$ cat config.mk
export PLATFORM = sky130hd
export DESIGN_NAME = cla_seq_ctrl
export DESIGN_NICKNAME = d
export VERILOG_FILES = /design/src/rtl/cla_seq_pkg.sv /design/src/rtl/cla_seq_ctrl_cla4.sv /design/src/rtl/cla_seq_ctrl.sv
export SDC_FILE = /design/constraint.sdc
export NUM_CORES = 1
export LEC_CHECK = 0
export ABC_AREA = 1
export CORE_UTILIZATION = 51
export DETAILED_ROUTE_END_ITERATION = 6
export PLACE_DENSITY_LB_ADDON = 0.25
export SYNTH_ARGS = -nofsm -noshare
export SYNTH_HDL_FRONTEND = slang
export SYNTH_SLANG_ARGS = --single-unit
$ cat constraint.sdc
create_clock -name clk -period 2.65 [get_ports clk]
set_input_delay 0.265 -clock clk [delete_from_list [all_inputs] [get_ports clk]]
set_output_delay 0.265 -clock clk [all_outputs]
set_load 0.02 [all_outputs]
$ cat src/rtl/cla_seq_pkg.sv
// cla_seq_pkg: FSM state encodings and slice width for the nibble-serial CLA adder.
package cla_seq_pkg;
   typedef enum logic [1:0] {ST_IDLE = 2'd0, ST_RUN = 2'd1, ST_DONE = 2'd2} state_t;
   localparam int NIBBLE = 4;
endpackage

$ cat src/rtl/cla_seq_ctrl_cla4.sv
// cla4: 4-bit carry-lookahead slice, all carries derived directly from generate/propagate.
module cla4
   import cla_seq_pkg::*;
(
   input  logic [NIBBLE-1:0] a,
   input  logic [NIBBLE-1:0] b,
   input  logic              ci,
   output logic [NIBBLE-1:0] s,
   output logic              co
);
   logic [3:0] g, p;
   logic [4:0] c;
   assign g = a & b;
   assign p = a ^ b;
   assign c[0] = ci;
   assign c[1] = g[0] | (p[0] & ci);
   assign c[2] = g[1] | (p[1] & g[0]) | (p[1] & p[0] & ci);
   assign c[3] = g[2] | (p[2] & g[1]) | (p[2] & p[1] & g[0]) | (p[2] & p[1] & p[0] & ci);
   assign c[4] = g[3] | (p[3] & g[2]) | (p[3] & p[2] & g[1]) | (p[3] & p[2] & p[1] & g[0])
               | (&p & ci);
   assign s  = p ^ c[3:0];
   assign co = c[4];
endmodule

$ cat src/rtl/cla_seq_ctrl.sv
// cla_seq_ctrl: WIDTH-bit adder stepping one shared cla4 slice LSB->MSB, one nibble per clock.
// Define CLA_SEQ_SUB_EN to add the op_sub port (two's-complement subtract on accept).
module cla_seq_ctrl
   import cla_seq_pkg::*;
#(
   parameter int WIDTH = 32
) (
   input  logic             clk,
   input  logic             reset_n,
   input  logic             start,
`ifdef CLA_SEQ_SUB_EN
   input  logic             op_sub,
`endif
   input  logic [WIDTH-1:0] a,
   input  logic [WIDTH-1:0] b,
   input  logic             ci,
   output logic             busy,
   output logic             done,
   output logic [WIDTH-1:0] s,
   output logic             co,
   output logic             ovf
);
   localparam int N  = WIDTH / NIBBLE;
   localparam int IW = $clog2(N);
   localparam int SH = $clog2(NIBBLE);
   state_t            state_q, state_d;
   logic [WIDTH-1:0]  a_q, a_d, b_q, b_d, s_q, s_d;
   logic              c_q, c_d, co_q, co_d, ovf_q, ovf_d;
   logic [IW-1:0]     idx_q, idx_d;
   logic [IW+SH-1:0]  base;
   logic [NIBBLE-1:0] sl_s;
   logic              sl_co, last;
   assign base = {idx_q, {SH{1'b0}}};
   assign last = idx_q == IW'(N - 1);
   cla4 u_cla4 (
      .a  (a_q[base +: NIBBLE]),
      .b  (b_q[base +: NIBBLE]),
      .ci (c_q),
      .s  (sl_s),
      .co (sl_co)
   );
   always_comb begin
      state_d = state_q;
      a_d     = a_q;
      b_d     = b_q;
      c_d     = c_q;
      idx_d   = idx_q;
      s_d     = s_q;
      co_d    = co_q;
      ovf_d   = ovf_q;
      if (state_q == ST_RUN) begin
         s_d[base +: NIBBLE] = sl_s;
         c_d                 = sl_co;
         idx_d               = last ? idx_q : idx_q + 1'b1;
         if (last) begin
            co_d    = sl_co;
            ovf_d   = (a_q[WIDTH-1] ~^ b_q[WIDTH-1]) & (a_q[WIDTH-1] ^ sl_s[NIBBLE-1]);
            state_d = ST_DONE;
         end
      end else if (start) begin
         a_d = a;
`ifdef CLA_SEQ_SUB_EN
         b_d = op_sub ? ~b : b;
         c_d = ci | op_sub;
`else
         b_d = b;
         c_d = ci;
`endif
         s_d     = '0;
         idx_d   = '0;
         state_d = ST_RUN;
      end else begin
         state_d = ST_IDLE;
      end
   end
   always_ff @(posedge clk or negedge reset_n) begin
      if (!reset_n) begin
         state_q <= ST_IDLE;
         a_q     <= '0;
         b_q     <= '0;
         c_q     <= 1'b0;
         idx_q   <= '0;
         s_q     <= '0;
         co_q    <= 1'b0;
         ovf_q   <= 1'b0;
      end else begin
         state_q <= state_d;
         a_q     <= a_d;
         b_q     <= b_d;
         c_q     <= c_d;
         idx_q   <= idx_d;
         s_q     <= s_d;
         co_q    <= co_d;
         ovf_q   <= ovf_d;
      end
   end
   assign busy = state_q == ST_RUN;
   assign done = state_q == ST_DONE;
   assign s    = s_q;
   assign co   = co_q;
   assign ovf  = ovf_q;
endmodule
==> key figures, run 1 <==
Pwr
  • Net switching power: 3.673 mW
  • Static leakage power: 3.195 nW
  • PwrDens: 1197 nW/µm²
  • Sequential power share: 33.5%
  • Comb power frac: about 54%
  • VDD IR-drop max: 0.5831 mV
  • Internal power: 3.956 mW
  • Total power draw: 7.629 mW
  • Clock share of power: 12.2%
  • Switching part of the total: 48.14%

Critical path
  • Crit start category: register
  • Top Family by Delay on Critical Path: simple AND/OR/NAND/NOR gates
  • Kind of critical path: reg -> reg
  • Critical Path, Cell by Cell: buf_12, o21ai_0, o22ai_1, nand2_1, nand2_1, ha_1, or2_0, nand2_1, nand2_1, nand2_1, nand2_1, nand4_1, nand2_1
  • Worst Setup End Kind: register
  • Top cell by count, worst path: nand2_1
  • CP Max Fanout: 38
  • Crit path buffers/inverters: 1
  • Arrival time worst endpoint: about 2.7 ns
  • Critical Path Max Stage Delay: 0.47 ns
  • Critical Path RT: 2.92 ns
  • Slowest cell on crit path: dfrtp_1

STA
  • Final setup violation count: 0
  • Worst-Margin Slew: 0.6336 ns
  • Slew headroom: between 50% and 60%
  • Unrepaired setup endpoints after global routing: no
  • Hold Fails Final Rpt: 0
  • TNS Setup: 0 ns
  • Min cycle time layout: 2.445 ns
  • Maximum achievable frequency: 0.4090 GHz
  • Final max-slew violation count: 0
  • Clock Skew: ~0.012 ns
  • Part of the cycle the worst path needs: ~92%

Drt
  • Vias per cell: 5.062
  • Post-route ant nets: 0
  • WL final: approximately 11000 µm
  • 1st-iter DRT viols: 217
  • DRT Pass-1 Iters: 4
  • Remaining DRCs: 0
  • Vias after detailed routing: around 4300
  • Wirelength per Cell: around 13 µm

Cells and area
  • Leading cell types in the layout, fill and taps excluded: nand2_1, dfrtp_1, clkdlybuf4s50_1
  • Finished Layout Cells: around 860
  • Layout cells sized above 1: under 10%
  • P&R area growth vs syn: 25.21%
  • Layout Nets: 798
  • Most common cell after layout, fill and taps aside: nand2_1
  • Ant diodes: 0

CTS
  • Clock Latency Late Sink: 0.38 ns
  • CTS tree: built
  • H-tree depth reported by CTS: 3
  • Clk root buf: clkbuf_8
  • CTS Buf Count: 9
  • Clock sink total: 104
  • Clock buffer depth: 2
  • Clock-pin slew on the worst setup and hold paths: ~0.11 ns

Global route
  • Number of global-route vias before repair: 4267
  • Remaining Overflow, GRT: 0
  • Pin count of the biggest net entering global routing: 65
  • Gr usage total: 23.62%
  • Initial antenna violation count: 0
  • First-pass GRT wire length: 19220 µm

Die
  • Die boundary height: around 100 µm
  • Area of the core: 9729 µm²
  • # rows: 36
  • Die span in x: 101.9 µm
  • Starting Density: 52.33%
  • Full die area: 10390 µm²
  • IO Pins: 104

Logic synthesis
  • Yosys cell types: 32
  • Netlist Area Pre-Place: 5091 µm²
  • Register area share after synthesis: 51.12%
  • Synth area leaders: dfrtp_1, nand2_1, o21ai_0, ha_1, nor2_1
  • Mean post-synth cell area: roughly 8.2 µm²
  • Post-synth top area cell: dfrtp_1
  • Ys Warns: 0
  • Register bit total from synthesis: 104
  • Post-synth top area share: 51.12%
  • Syn nets: ~700
  • Syn Inst Count: 621

Place
  • DP Wirelength: between 8000 and 9000 µm
  • Port bufs: between 100 and 150
  • Placed insts: 838
  • GPL Wtd Cong: ~0.86

Flow run
  • Max Cap Violations: 0

Worst hold path
  • Worst hold-check path type: in -> reg

Outcome
  • Status: completed
[logic make-up (layout without fill, tap and decap cells)]
logic type	after synthesis	in the layout	synth area share, %
and+or+nand+nor	385	385	31.88
DFF	104	104	51.12
AOI/OAI and AO/OA	66	66	7.422
buffers and inverters	50	151	5.554
adders and majority gates	13	13	3.342
xor gates and xnor gates	2	2	0.4916
muxes	1	1	0.1966
[routing by layer]
metal  track usage (%)  vias up  part of all wire, %  wire, µm
li1                  -     2168                    -         -
met1             30.09     2046                   45      5115
met2             41.63       95                   50      5724
met3             3.010       19                  3.4       392
met4             8.242        0                  1.8       201
met5                 0        -                    0         0
[synth_stat cells, drive strengths merged]
master	instances
mux2i	1
o21ai	40
a21oi	2
nand2	296
o31ai	3
ha	12
or2	1
o22ai	17
clkbuf	5
a22o	4
inv	23
xor2	2
nor3	2
fa	1
dfrtp	104
buf	22
nor2	57
nand4	9
nand3	20
[registers in the layout (all words and copies together), names as in the netlist]
name     cells
a_q         32
b_q         32
c_q          1
co           1
idx_q        3
ovf          1
s           32
state_q      2
[worst register-to-register path: cells and delay by family (launching register included)]
| kind | cells | cell delay (ns) |
|---|---|---|
| buffers and inverters | 1 | 0.23 |
| adders and majority gates | 1 | 0.27 |
| DFF | 1 | 0.47 |
| and+or+nand+nor | 9 | 1.06 |
| AOI/OAI and AO/OA | 2 | 0.33 |
[area by class of cell]
cell class | count | area (µm²)
timing repair buffer | 112 | 1124
inverter | 23 | 100.1
clock buffer | 9 | 123.9
fill | 844 | 3354
sequential | 104 | 2603
tap | 133 | 166.4
clock inverter | 7 | 52.55
multi-input combinational | 467 | 2206
[worst paths after layout]
path	slack [ns]	start	end	cells past startpoint
worst min register to register	0.48	b_q[27]	b_q[27]	2
max in group asynchronous	1.48	reset_n	b_q[5]	3
worst max register to register	0.21	idx_q[0]	s[31]	13
min in group asynchronous	0.45	reset_n	a_q[20]	2
worst min-delay path	0.41	b[28]	b_q[28]	3
worst max-delay path	0.21	idx_q[0]	s[31]	13
[through the flow]
step	setup WS (ns)	hold WS [ns]	area [µm²]	utilization [%]
finish	0.2052	0.4120	6375	65.52
global route	0.00005995	0.4161	6375	65.52
CTS	0.2273	0.4200	6371	65.48
detailed placement	0.2386	0.3302	6185	63.57
global placement	0.3352	0.3170	6185	63.57
floorplan	0.3970	-0.03059	5091	-
[what timing repair did]
| item | CTS | global route |
|---|---|---|
| gates resized for setup | 0 | 2 |
| hold buffers | 1 | 0 |
| setup buffers | 0 | 0 |
| endpoints found under the setup margin | 0 | 2 |
| endpoints found under the hold margin | 48 | 0 |
[power by group through the flow]
stage	logic, mW	registers (mW)	clock network (mW)
4_1_cts	4.14	2.56	0.933
2_1_floorplan	2.93	2.56	0
6_report	4.14	2.56	0.928
3_3_place_gp	3.98	2.58	0
3_5_place_dp	4.12	2.58	0
5_1_grt	4.65	2.62	1.00
(Power assumes the default switching activity.)
==> inputs of run 2 (changes only) <==
- DONT_BUFFER_PORTS: unset -> 1
- HOLD_SLACK_MARGIN: unset -> 0.02
==> run 2 against run 1 <==
Net effect:
- the flow now finishes with violations (hold timing)
- register-to-register slack improved by 0.05 ns
- first-iteration DRC count up 32%
- hold slack worse by 0.85 ns
- setup slack improved by 0.054 ns
- critical path depth shrank 2
- combinational power fell by 8.9%
- via count fell by 2.2%
- sequential power is 6% higher
- maximum frequency increased by 2.3%
- largest cell class unchanged
- clock power is 9% higher
==> key figures, run 2 (same netlist as run 1, synthesis figures left out) <==
Critical path
  • Critical Path RT: 2.96 ns (+0.04 ns)
  • Crit start category: register
  • Reg2Reg Depth: 11 (-2)
  • Arrival time worst endpoint: 2.70 ns (about the same)
  • FF-to-FF Start: idx_q[0]
  • CP Max Fanout: 18 (-53%)
  • Reg-to-reg critical path endpoint: s[10]
  • Kind of critical path: reg -> reg
  • Reg2Reg Setup Slack: 0.26 ns (+0.05 ns)
  • Worst Setup End Kind: register

Cells and area
  • P&R area growth vs syn: 16.66%
  • Layout cells sized above 1: 8.593% (+0.42 points)
  • Ant diodes: 0 (unchanged)
  • Leading cell types in the layout, fill and taps excluded: nand2_1, dfrtp_1, dlygate4sd3_1
  • Most common cell after layout, fill and taps aside: nand2_1
  • Final Util: 61.05% (-4.5 points)
  • Layout Nets: 752 (-5.8%)

Global route
  • Pin count of the biggest net entering global routing: 105 (+62%)
  • Number of global-route vias before repair: 4114 (-3.6%)
  • First-pass GRT wire length: 19620 µm (+2.1%)
  • Gr usage total: 24.84% (+1.2 points)
  • Initial antenna violation count: 0 (unchanged)
  • Remaining Overflow, GRT: 0 (unchanged)

STA
  • Hold Fails Final Rpt: 104 (+104)
  • Final worst setup slack: 0.2593 ns (+0.05411 ns)
  • Clock Skew: 0.01132 ns (-0.001123 ns)
  • Unrepaired setup endpoints after global routing: no
  • TNS Setup: 0 ns (unchanged)
  • Part of the cycle the worst path needs: 90.21% (-2.0 points)
  • Final setup violation count: 0 (unchanged)
  • Worst-Margin Slew: 0.5918 ns (-0.04188 ns)
  • Maximum achievable frequency: 0.4183 GHz (+2.3%)
  • Worst hold slack: -0.4334 ns (-0.8454 ns)
  • Final max-slew violation count: 0 (unchanged)
  • Min cycle time layout: 2.391 ns (-0.05411 ns)
  • Slew headroom: 60.55% (+2.8 points)

Die
  • Die boundary height: 101.9 µm (unchanged)
  • Die span in x: 101.9 µm (unchanged)
  • Area of the core: 9729 µm² (unchanged)
  • Starting Density: 52.33% (unchanged)
  • # rows: 36 (unchanged)
  • IO Pins: 104 (unchanged)
  • Full die area: 10390 µm² (unchanged)

Place
  • GPL Wtd Cong: 0.9186 (+6.7%)
  • Post-Place Setup Slack: 0.1842 ns (-0.05443 ns)
  • Port bufs: 0 (-100%)
  • DP Wirelength: 7955 µm (-5.7%)

Drt
  • 1st-iter DRT viols: 287 (+32%)
  • Vias after detailed routing: 4233 (-2.2%)
  • Post-route ant nets: 0 (unchanged)
  • Vias per cell: 5.239 (+3.5%)
  • Wirelength per Cell: 15.04 µm (+12%)
  • DRT Pass-1 Iters: 4 (unchanged)
  • Remaining DRCs: 0 (unchanged)
  • WL final: 12150 µm (+6.3%)

CTS
  • Clock sink total: 104 (unchanged)
  • Clk root buf: clkbuf_8
  • CTS tree: built
  • Clock buffer depth: 2 (unchanged)
  • Clock-pin slew on the worst setup and hold paths: 0.10 ns (about the same)
  • Post-CTS Hold Fix Bufs: 59 (+58)
  • CTS Buf Count: 9 (unchanged)
  • Clock Latency Late Sink: 0.38 ns (about the same)
  • H-tree depth reported by CTS: 3 (unchanged)
  • Setup Buffers After CTS: 0 (unchanged)

Pwr
  • PwrDens: 1261 nW/µm² (+5.4%)
  • Static leakage power: 3.046 nW (-4.7%)
  • VDD IR-drop max: 0.6223 mV (+6.7%)

Outcome
  • Failing checks: hold timing
  • Status: finished with violations

Worst hold path
  • Worst hold-check path type: in -> async

Flow run
  • Max Cap Violations: 0 (unchanged)
## run 2: cell count changes in the layout (fill, tap and decap cells not counted), sizes merged
| cell | change |
|---|---|
| dlygate4sd3 | +58 |
| clkinv | -1 |
| buf | -2 |
| inv | -3 |
| bufinv | +1 |
| clkbuf | +2 |
| clkdlybuf4s50 | -102 |
## run 2: report_power, final
part	internal (mW)	switching, mW	total (mW)
sequential	2.18	0.534	2.71
clock	0.461	0.545	1.01
combinational	1.26	2.51	3.77
total	3.90	3.58	7.49
## run 2: what timing repair did
item | 4_1_cts | 5_1_grt
endpoints found under the setup margin | 0 | 11
resized for setup | 0 | 7
endpoints found under the hold margin | 163 | 104
## run 2: critical path, stage by stage, from the launching register on
cell     delay, ns
dfrtp_2       0.48
buf_4         0.21
o21ai_0       0.18
o22ai_1       0.10
nand2_1       0.07
nand2_1       0.05
ha_1          0.36
a21oi_1       0.16
nand2_1       0.10
xor2_2        0.34
nand2_1       0.13
o21ai_1       0.14
## run 2: worst max path at each step
| stage | cells after the start | to | from |
|---|---|---|---|
| floorplan | 15 | s[23] | idx_q[0] |
| global placement | 13 | s[19] | idx_q[1] |
| detailed placement | 13 | s[19] | idx_q[0] |
| CTS | 13 | s[19] | idx_q[0] |
| global route | 11 | s[26] | idx_q[0] |
| finish | 11 | s[10] | idx_q[0] |
## run 2: through the flow
step	instance area, µm²	std cells	power [mW]	hold WS, ns
final	5939	808	7.488	-0.4334
after CTS	5923	808	7.442	-0.4476
after global routing	5939	808	8.162	-0.4474
after global placement	5136	734	6.286	-0.02704
after detailed placement	5136	734	6.362	-0.02673
after floorplan	5091	621	5.491	-0.03059
## run 2: area by class of cell
class / instances / area (µm²)
flip-flops and latches: 104 / 2605
inverters: 23 / 103.9
well taps: 133 / 166.4
multi-input cells: 467 / 2208
repair buffers: 66 / 659.4
fillers: 905 / 3790
clock inverters: 4 / 55.05
clock buffers: 11 / 141.4
## run 2: metal layers
metal	vias up	wire [µm]	global-route usage, %
li1	2082	-	-
met1	2007	5323	31.40
met2	122	5929	41.79
met3	22	611	4.378
met4	0	286	11.43
met5	-	0	0
==> inputs of run 3 (changes only) <==
- GPL_TIMING_DRIVEN: unset -> 0
==> run 3 against run 2 <==
Net effect:
- the run still ends with hold timing left
- total power up 9.7%
- wire length up 6.2%
- sequential power about the same
- clock-buffer cell count unchanged
- cell count up 2.1%
- critical path type unchanged
- largest cell class unchanged
- highest routed layer unchanged
==> key figures, run 3 (same netlist as run 1, synthesis figures left out) <==
Outcome
  • Status: finished with violations
  • Failing checks: hold timing

Pwr
  • Comb power frac: 55.7% (+5.4 points)
  • Static leakage power: 3.133 nW (+2.8%)
  • Switching part of the total: 47.98% (+0.12 points)
  • Internal power: 4.275 mW (+9.5%)
  • Sequential power share: 32.6% (-3.6 points)
  • Total power draw: 8.218 mW (+9.7%)
  • PwrDens: 1346 nW/µm² (+6.8%)
  • VDD IR-drop max: 0.6114 mV (-1.8%)
  • Clock share of power: 11.7% (-1.7 points)
  • Net switching power: 3.943 mW (+10%)

Die
  • # rows: 36 (unchanged)
  • IO Pins: 104 (unchanged)
  • Area of the core: 9729 µm² (unchanged)
  • Full die area: 10390 µm² (unchanged)
  • Starting Density: 52.33% (unchanged)
  • Die boundary height: 101.9 µm (unchanged)
  • Die span in x: 101.9 µm (unchanged)

Drt
  • WL final: 12910 µm (+6.2%)
  • Remaining DRCs: 0 (unchanged)
  • Vias per cell: 5.247 (+0.16%)
  • Post-route ant nets: 0 (unchanged)
  • DRT Pass-1 Iters: 5 (+1)
  • 1st-iter DRT viols: 232 (-19%)
  • Wirelength per Cell: 15.65 µm (+4.1%)
  • Vias after detailed routing: 4329 (+2.3%)

Cells and area
  • Most common cell after layout, fill and taps aside: nand2_1
  • Layout Nets: 768 (+2.1%)
  • Ant diodes: 0 (unchanged)
  • Leading cell types in the layout, fill and taps excluded: nand2_1, dfrtp_1, dlygate4sd3_1
  • # fillers: 855 (-5.5%)
  • Finished Layout Cells: 825 (+2.1%)
  • P&R area growth vs syn: 19.91%
  • Reg area: 2605 µm² (unchanged)
  • Final Util: 62.74% (+1.7 points)
  • Layout cells sized above 1: 13.01% (+4.4 points)
  • Area of the multi-input gates: 2276 µm² (+3.1%)

Critical path
  • Crit start category: register
  • Reg-to-reg critical path endpoint: s[26]
  • Crit path from: idx_q[0]
  • Reg2Reg Depth: 12 (+1)
  • FF-to-FF Start: idx_q[0]
  • Reg2Reg Setup Slack: 0.15 ns (-0.11 ns)
  • Crit path to: s[26]
  • Critical Path RT: 2.96 ns (about the same)
  • Worst Setup End Kind: register
  • CP Max Fanout: 10 (-8)
  • Kind of critical path: reg -> reg
  • Arrival time worst endpoint: 2.81 ns (+0.11 ns)

Global route
  • Remaining Overflow, GRT: 0 (unchanged)
  • First-pass GRT wire length: 20670 µm (+5.3%)
  • Pin count of the biggest net entering global routing: 105 (unchanged)
  • Initial antenna violation count: 0 (unchanged)
  • Gr usage total: 26.07% (+1.2 points)
  • Number of global-route vias before repair: 4331 (+5.3%)

CTS
  • Post-CTS Hold Fix Bufs: 50 (-15%)
  • Clock-pin slew on the worst setup and hold paths: 0.10 ns (about the same)
  • Clk root buf: clkbuf_8
  • CTS tree: built
  • Clock buffer depth: 2 (unchanged)
  • Clock Latency Late Sink: 0.37 ns (about the same)
  • H-tree depth reported by CTS: 3 (unchanged)
  • CTS Buf Count: 9 (unchanged)
  • Clock sink total: 104 (unchanged)

Place
  • GPL Wtd Cong: 0.8299 (-9.7%)
  • DP Wirelength: 8754 µm (+10%)
  • Port bufs: 0 (unchanged)
  • Placed insts: 754 (+2.7%)

STA
  • Worst hold slack: -0.4201 ns (+0.01323 ns)
  • Min cycle time layout: 2.504 ns (+0.1134 ns)
  • Final max-slew violation count: 0 (unchanged)
  • Part of the cycle the worst path needs: 94.49% (+4.3 points)
  • Slew headroom: 67.86% (+7.3 points)
  • Hold Fails Final Rpt: 104 (unchanged)
  • Worst-Margin Slew: 0.4821 ns (-0.1097 ns)
  • Maximum achievable frequency: 0.3994 GHz (-4.5%)
  • Final setup violation count: 0 (unchanged)
  • TNS Setup: 0 ns (unchanged)
  • Clock Skew: 0.008716 ns (-0.002605 ns)

Worst hold path
  • Worst hold-check path type: in -> async

Flow run
  • Max Cap Violations: 0 (unchanged)
[run 3: repair_timing]
item,4_1_cts,5_1_grt
hold endpoints to repair,154,104
gates cloned,0,1
setup buffers,0,4
setup endpoints to repair,33,25
gates resized for setup,15,22
pin swaps,1,3
[run 3: power groups by stage]
stage / Combinational [mW] / Sequential, mW / Clock (mW)
floorplan: 2.93 / 2.56 / 0
global placement: 3.77 / 2.68 / 0
detailed placement: 3.90 / 2.69 / 0
CTS: 4.19 / 2.67 / 0.979
global route: 5.08 / 2.74 / 1.05
finish: 4.57 / 2.68 / 0.965
[run 3: final cells by class]
class / count / share of cell area [%]
Buffer: 27 / 3.751
Clock buffer: 11 / 2.152
Clock inverter: 5 / 0.9428
Inverter: 23 / 1.701
Multi-Input combinational cell: 467 / 37.28
Sequential cell: 104 / 42.67
Tap cell: 133 / 2.726
Timing Repair Buffer: 55 / 8.772
[run 3: metal layers]
metal | vias to the layer above | GRT usage (%) | wire (µm)
met5 | - | 0 | 0
met4 | 0 | 11.32 | 368
met3 | 34 | 5.404 | 713
met2 | 138 | 46.05 | 6627
met1 | 2045 | 30.80 | 5200
li1 | 2112 | - | -
[run 3: stage by stage]
stage	hold slack, ns	setup slack (ns)	cell area [µm²]
after floorplan	-0.03059	0.3970	5091
after global placement	-0.02748	-0.2581	5258
after detailed placement	-0.02837	-0.3354	5258
after CTS	-0.4319	0.01770	6005
after global routing	-0.4529	-0.01501	6105
final	-0.4201	0.1460	6105
[run 3: worst min path at each step]
stage	from	endpoint	slack, ns
2_1_floorplan	reset_n	a_q[0]	-0.03
3_3_place_gp	reset_n	s[12]	-0.03
3_5_place_dp	reset_n	s[31]	-0.03
4_1_cts	reset_n	s[4]	-0.43
5_1_grt	reset_n	s[27]	-0.45
6_report	reset_n	idx_q[1]	-0.42
[run 3: worst max-delay path, cell delays in order (launching register included)]
cell and delay, ns:
dfrtp_2 0.45, buf_6 0.16, buf_4 0.17, o21ai_0 0.26, o22ai_2 0.14, nand2_1 0.08
nand2_1 0.09, ha_4 0.34, nand3_1 0.09, nand2_2 0.12, xor2_4 0.29, nand2_1 0.12
o21ai_1 0.13
